**config.mk**
```make
export PLATFORM = sky130hd
export DESIGN_NAME = bram_dump_reader
export DESIGN_NICKNAME = d
export VERILOG_FILES = /design/src/rtl/bram_dump_reader_pkg.sv /design/src/rtl/bram_dump_reader.sv
export SDC_FILE = /design/constraint.sdc
export NUM_CORES = 1
export LEC_CHECK = 0
export CORE_ASPECT_RATIO = 1.4
export CORE_UTILIZATION = 45
export DETAILED_ROUTE_END_ITERATION = 10
export PLACE_DENSITY = 0.87
export RECOVER_POWER = 25
export REMOVE_ABC_BUFFERS = 1
export SLEW_MARGIN = 20
export SYNTH_ARGS = -nofsm -noshare
export SYNTH_HDL_FRONTEND = slang
export SYNTH_SLANG_ARGS = --single-unit
```
**constraint.sdc**
```tcl
create_clock -name clk -period 2.5 [get_ports clk]
set_clock_uncertainty 0.1 [all_clocks]
set_input_delay 0.5 -clock clk [delete_from_list [all_inputs] [get_ports clk]]
set_output_delay 0.5 -clock clk [all_outputs]
set_load 0.02 [all_outputs]
```
**src/rtl/bram_dump_reader_pkg.sv**
```systemverilog
// Shared widths and FSM encoding for the BRAM dump reader.
package bram_dump_reader_pkg;

  localparam int unsigned D_BRAM_ADDR_WIDTH = 10;
  localparam int unsigned DUMP_DATA_WIDTH   = 32;
  localparam int unsigned LAT_CNT_W         = 2;

  // Fixed 3-bit encodings so benches can decode the state directly.
  typedef enum logic [2:0] {
    ST_IDLE = 3'd0,
    ST_READ = 3'd1,
    ST_WAIT = 3'd2,
    ST_SEND = 3'd3,
    ST_DONE = 3'd4
  } dump_state_e;

  function automatic logic is_busy_state(input dump_state_e s);
    return (s == ST_READ) || (s == ST_WAIT) || (s == ST_SEND);
  endfunction

endpackage

```
**src/rtl/bram_dump_reader.sv**
```systemverilog
// Walks a word-aligned BRAM range through the debug read port and streams
// each word out on a valid/ready port while accumulating a checksum.
module bram_dump_reader
  import bram_dump_reader_pkg::*;
#(
  parameter int unsigned ADDR_WIDTH   = D_BRAM_ADDR_WIDTH,
  parameter int unsigned DATA_WIDTH   = DUMP_DATA_WIDTH,
  parameter int unsigned READ_LATENCY = 1
) (
  input  logic                  clk,
  input  logic                  rst,
  input  logic                  start,
  input  logic                  abort,
  input  logic [ADDR_WIDTH-1:0] base_addr,
  input  logic [ADDR_WIDTH-1:0] word_count,
  output logic                  busy,
  output logic                  done,
  output logic [ADDR_WIDTH-1:0] dbg_addr,
  input  logic [DATA_WIDTH-1:0] dbg_data,
  output logic                  out_valid,
  input  logic                  out_ready,
  output logic [DATA_WIDTH-1:0] out_data,
  output logic [ADDR_WIDTH-1:0] out_addr,
  output logic [DATA_WIDTH-1:0] checksum
);

  dump_state_e           state_q, state_d;
  logic [ADDR_WIDTH-1:0] cur_addr_q, cur_addr_d;
  logic [ADDR_WIDTH-1:0] remaining_q, remaining_d;
  logic [LAT_CNT_W-1:0]  lat_cnt_q, lat_cnt_d;
  logic [ADDR_WIDTH-1:0] dbg_addr_d, out_addr_d;
  logic [DATA_WIDTH-1:0] out_data_d, checksum_d;
  logic                  busy_d, done_d, out_valid_d;
  logic [ADDR_WIDTH-1:0] aligned_base, next_addr;

  assign aligned_base = base_addr & ~ADDR_WIDTH'(3);
  assign next_addr    = cur_addr_q + ADDR_WIDTH'(4);

  // State and every output are registered from the next-state decode.
  always_ff @(posedge clk) begin
    if (rst) begin
      state_q     <= ST_IDLE;
      cur_addr_q  <= '0;
      remaining_q <= '0;
      lat_cnt_q   <= '0;
      dbg_addr    <= '0;
      out_data    <= '0;
      out_addr    <= '0;
      checksum    <= '0;
      busy        <= 1'b0;
      done        <= 1'b0;
      out_valid   <= 1'b0;
    end else begin
      state_q     <= state_d;
      cur_addr_q  <= cur_addr_d;
      remaining_q <= remaining_d;
      lat_cnt_q   <= lat_cnt_d;
      dbg_addr    <= dbg_addr_d;
      out_data    <= out_data_d;
      out_addr    <= out_addr_d;
      checksum    <= checksum_d;
      busy        <= busy_d;
      done        <= done_d;
      out_valid   <= out_valid_d;
    end
  end

  always_comb begin
    state_d     = state_q;
    cur_addr_d  = cur_addr_q;
    remaining_d = remaining_q;
    lat_cnt_d   = lat_cnt_q;
    dbg_addr_d  = dbg_addr;
    out_data_d  = out_data;
    out_addr_d  = out_addr;
    checksum_d  = checksum;

    // Abort wins over any handshake in the same cycle.
    if (abort && (state_q != ST_IDLE)) begin
      state_d = ST_IDLE;
    end else begin
      unique case (state_q)
        ST_IDLE: begin
          if (start) begin
            cur_addr_d  = aligned_base;
            remaining_d = word_count;
            checksum_d  = '0;
            if (word_count == '0) begin
              state_d = ST_DONE;
            end else begin
              state_d    = ST_READ;
              dbg_addr_d = aligned_base;
            end
          end
        end
        ST_READ: begin
          lat_cnt_d = LAT_CNT_W'(READ_LATENCY);
          if (READ_LATENCY == 0) begin
            out_data_d = dbg_data;
            out_addr_d = cur_addr_q;
            state_d    = ST_SEND;
          end else begin
            state_d = ST_WAIT;
          end
        end
        ST_WAIT: begin
          lat_cnt_d = lat_cnt_q - LAT_CNT_W'(1);
          if (lat_cnt_q <= LAT_CNT_W'(1)) begin
            out_data_d = dbg_data;
            out_addr_d = cur_addr_q;
            state_d    = ST_SEND;
          end
        end
        ST_SEND: begin
          if (out_ready) begin
            checksum_d  = checksum + out_data;
            remaining_d = remaining_q - ADDR_WIDTH'(1);
            cur_addr_d  = next_addr;
            if (remaining_q == ADDR_WIDTH'(1)) begin
              state_d = ST_DONE;
            end else begin
              state_d    = ST_READ;
              dbg_addr_d = next_addr;
            end
          end
        end
        ST_DONE: state_d = ST_IDLE;
        default: state_d = ST_IDLE;
      endcase
    end

    busy_d      = is_busy_state(state_d);
    done_d      = (state_d == ST_DONE);
    out_valid_d = (state_d == ST_SEND);
  end

endmodule
```
==> results.md <==
- Largest area contributor in the netlist: sky130_fd_sc_hd__dfxtp_1
- CTS Sinks: 112
- Worst path arrival time: 2.77 ns
- Sequential fraction of the synthesis area: 0.371
- Reported max-cap violation count: 0
- Biggest fanout along the worst timing path: 4
- Number of setup violations in the final report: 6
- Count of yosys warnings during synthesis: 0
- Synth async-reset ratio: 0
- Clock transition at the register clock pins on the worst setup and hold paths after CTS: 0.08 ns
- HPWL reported at the end of detailed placement: 12,600 µm
- Violated checks: negative setup slack
- H-tree levels: 3
- DR vias/cell: about 5.5
- Initial DRC count: 295
- Post-Route Setup TNS: -0.308 ns
- Result of the run: complete, but fails checks
- IO Pins: around 140
- Number of fill cells in the layout: 1,064
- Reg2reg setup slack: -0.12 ns
- Worst stage delay on the critical path: 0.34 ns
- Die Y-Extent: 139 µm
- Critical-path cell with the highest stage delay: sky130_fd_sc_hd__dfxtp_2
- Critical path type: register to register
- Setup repair after global routing missed its margin: yes
- Maximum clock frequency: 0.382 GHz
- Sequential Area: ~2200 µm²
- Synth cell count leaders: 160 x sky130_fd_sc_hd__nand2_1, 112 x sky130_fd_sc_hd__dfxtp_1, 100 x sky130_fd_sc_hd__a21oi_1, 75 x sky130_fd_sc_hd__nor2_1, 41 x sky130_fd_sc_hd__clkbuf_1
- Largest cells by area after synthesis: sky130_fd_sc_hd__dfxtp_1 37%, sky130_fd_sc_hd__nand2_1 9.9%, sky130_fd_sc_hd__a21oi_1 8.3%
- Layout-stage area growth over the synthesis result: 42.5%
- Critical Path Source Type: register
- Cell chosen for the clock root: sky130_fd_sc_hd__clkbuf_16
- Final critical delay including setup and external delays: between 2 and 3 ns
- Class of the most critical hold timing path: register to register
- Final worst path period share: 1.05
- Path depth of the worst reg2reg path: 11
- IR drop worst, VDD: 0.426 mV
- Count of buffers from port buffering: 141
- Proportion of netlist area held by the largest area contributor: 0.371
- Maximum number of pins on one net before global-route repair: 46
- Cell Count, Final, Fillers Out: roughly 1,200
- Aggregate global-route resource usage: 0.248
- Launch point of the worst reg-to-reg path: checksum[0]$_SDFFE_PP0P_
- Flip-flop and latch count after synthesis: 112
- Vias after detailed routing: about 6,400
- Cell count after placement: 1,140
- Clock buffer count from CTS: 9
- Capture point of the worst reg-to-reg path: checksum[30]$_SDFFE_PP0P_
- Critical Path, Cell by Cell: ha_4, inv_2, fa_2, nor2b_4, o31a_1, o311ai_2, o211ai_2, a31oi_4, nor4_2, or3_1, a32o_1
- Core utilization of the finished layout: 0.663
- Detailed Routing Iterations Pass 1: 5
- Via count of the first global-routing pass: about 6,000
- DR WL/cell: 15.2 µm
- Number of antenna violations at the first check in global routing: 1
- Type of destination of the critical path: register
- CORE AREA: about 13,000 µm²
- Total Routed Length: 17,700 µm
- Final-stage net count: 1,072
- Critical path required time: approximately 2.7 ns
- Hold Fails Final Rpt: 0
- Routability congestion estimate: 0.925
- Insertion delay of the later-clocked pin in the worst-skew pair: 0.35 ns
- # rows: 49
- Post-route setup slack: -0.117 ns
- Startpoint of the lowest-slack hold path: out_addr[2]$_SDFFE_PP0P_
- Fraction of layout cells with a size suffix above 1: 0.136
- Deepest clock path buffer count: 2
- Most frequently used cell type in the post-synthesis netlist: sky130_fd_sc_hd__nand2_1
- Number of remaining DRC errors: 0
- Standby leakage power: 0.00353 µW
- Number of enable flip-flop cells after synthesis: 0
- Unique cell type count in the Yosys netlist: between 60 and 70
- Dominant synthesized flop cell: sky130_fd_sc_hd__dfxtp_1
- Place WS: -0.250 ns
- Number of cells produced by synthesis: slightly below 800
- Max-slew violation total from the final report: 0
- Endpoint of the worst hold-timing path: out_addr[2]$_SDFFE_PP0P_
- Initial Util: 0.465
- GRT overflow: 0
- Cell area after synthesis: 6050 µm²
- TritonCTS clock tree: done
- Power per cell area: 492 nW/µm²
- Hold Crit Depth: 2
- Slew at the pin with the worst max-slew slack: ~0.69 ns
- Global-route wire length before repair: about 28,000 µm
- Die outline width: between 90 and 100 µm
- Worst max-slew margin expressed relative to the limit: 0.540
- Post-Syn Area per Cell: about 7.7 µm²
- Multi-input logic area: 3740 µm²
- Area of the die: 13,900 µm²
- Antenna viol nets, final: 0
flip-flops by register name, indices dropped and copies added, names as in the netlist:
| register | flops |
|---|---|
| busy | 1 |
| done | 1 |
| out_data | 32 |
| lat_cnt_q | 2 |
| out_addr | 10 |
| remaining_q | 10 |
| out_valid | 1 |
| cur_addr_q | 10 |
| checksum | 32 |
| dbg_addr | 10 |
| state_q | 3 |
layer usage:
metal	vias up	part of all wire	routed length (µm)	track usage
met2	208	0.52	9200	0.462
met3	45	0.052	921	0.0373
met1	2973	0.40	7000	0.275
met4	0	0.031	553	0.0984
li1	3140	-	-	-
met5	-	0	0	0
placed cells by master, fill, tap and decap left out, types with 4 or more instances in the layout:
cell type	count
sky130_fd_sc_hd__nand2_1	160
sky130_fd_sc_hd__o21a_1	4
sky130_fd_sc_hd__a22oi_1	7
sky130_fd_sc_hd__a211oi_1	4
sky130_fd_sc_hd__nor4_1	8
sky130_fd_sc_hd__clkbuf_16	9
sky130_fd_sc_hd__dlygate4sd3_1	32
sky130_fd_sc_hd__xnor2_1	14
sky130_fd_sc_hd__o21ai_0	31
sky130_fd_sc_hd__a21oi_1	97
sky130_fd_sc_hd__ha_1	29
sky130_fd_sc_hd__nor2b_1	6
sky130_fd_sc_hd__nor3_1	11
sky130_fd_sc_hd__or3_1	5
sky130_fd_sc_hd__nor2_1	73
sky130_fd_sc_hd__dfxtp_1	110
sky130_fd_sc_hd__o21ai_1	19
sky130_fd_sc_hd__a21o_1	13
sky130_fd_sc_hd__o21bai_1	5
sky130_fd_sc_hd__clkdlybuf4s50_1	108
sky130_fd_sc_hd__mux2i_1	7
sky130_fd_sc_hd__inv_1	18
sky130_fd_sc_hd__and3_1	9
sky130_fd_sc_hd__a21oi_2	4
sky130_fd_sc_hd__nand3_1	15
sky130_fd_sc_hd__ha_4	5
sky130_fd_sc_hd__xor2_1	16
sky130_fd_sc_hd__buf_4	78
layout make-up:
type / count / area share
Antenna cell: 1 / 0.000290
Clock buffer: 9 / 0.0261
Clock inverter: 7 / 0.00871
Inverter: 19 / 0.00827
Multi-Input combinational cell: 613 / 0.433
Sequential cell: 112 / 0.260
Tap cell: 178 / 0.0258
Timing Repair Buffer: 224 / 0.237
worst max path at each step:
stage / start / to / slack [ns] / cells past startpoint
2_1_floorplan: checksum[0]$_SDFFE_PP0P_ / checksum[28]$_SDFFE_PP0P_ / -0.15 / 11
3_3_place_gp: out_data[0]$_SDFFE_PP0P_ / checksum[28]$_SDFFE_PP0P_ / -0.19 / 11
3_5_place_dp: checksum[0]$_SDFFE_PP0P_ / checksum[28]$_SDFFE_PP0P_ / -0.25 / 11
4_1_cts: out_data[0]$_SDFFE_PP0P_ / checksum[30]$_SDFFE_PP0P_ / -0.24 / 11
5_1_grt: checksum[0]$_SDFFE_PP0P_ / checksum[30]$_SDFFE_PP0P_ / -0.21 / 11
6_report: checksum[0]$_SDFFE_PP0P_ / checksum[30]$_SDFFE_PP0P_ / -0.12 / 11
worst max-delay path, delay by kind of cell, from the launching register on:
kind	cells	cell delay, ns
AND/OR/NAND/NOR	3	0.43
flip-flops	1	0.34
buffers and inverters	1	0.05
adder cells (fa/ha/maj)	2	0.37
AO/OA/AOI/OAI	5	1.22
logic make-up after synthesis:
group | Yosys count | share of synthesized area
XOR/XNOR | 30 | 0.0434
multiplexers | 8 | 0.0134
AO/OA/AOI/OAI | 228 | 0.233
buffers and inverters | 64 | 0.0403
flip-flops | 112 | 0.371
adder cells (fa/ha/maj) | 36 | 0.0757
AND/OR/NAND/NOR | 311 | 0.224
timing repair:
action,4_1_cts,5_1_grt
pin swaps,9,9
buffers inserted,3,3
hold buffers,0,0
resized for setup,18,12
setup endpoints to repair,9,18
stage by stage:
stage	hold WS, ns	power (µW)	instance area [µm²]
after global routing	0.374	4420	8620
after detailed placement	0.349	2830	8120
final	0.356	4240	8620
after CTS	0.360	4270	8540
after global placement	0.344	2810	8120
after floorplan	0.334	2400	5880
power breakdown:
group	internal (µW)	switching [µW]	leakage, µW
clock	711	737	0.000144
combinational	386	455	0.00248
sequential	1870	83.1	0.000909
Power figures use the tool's default switching activity.
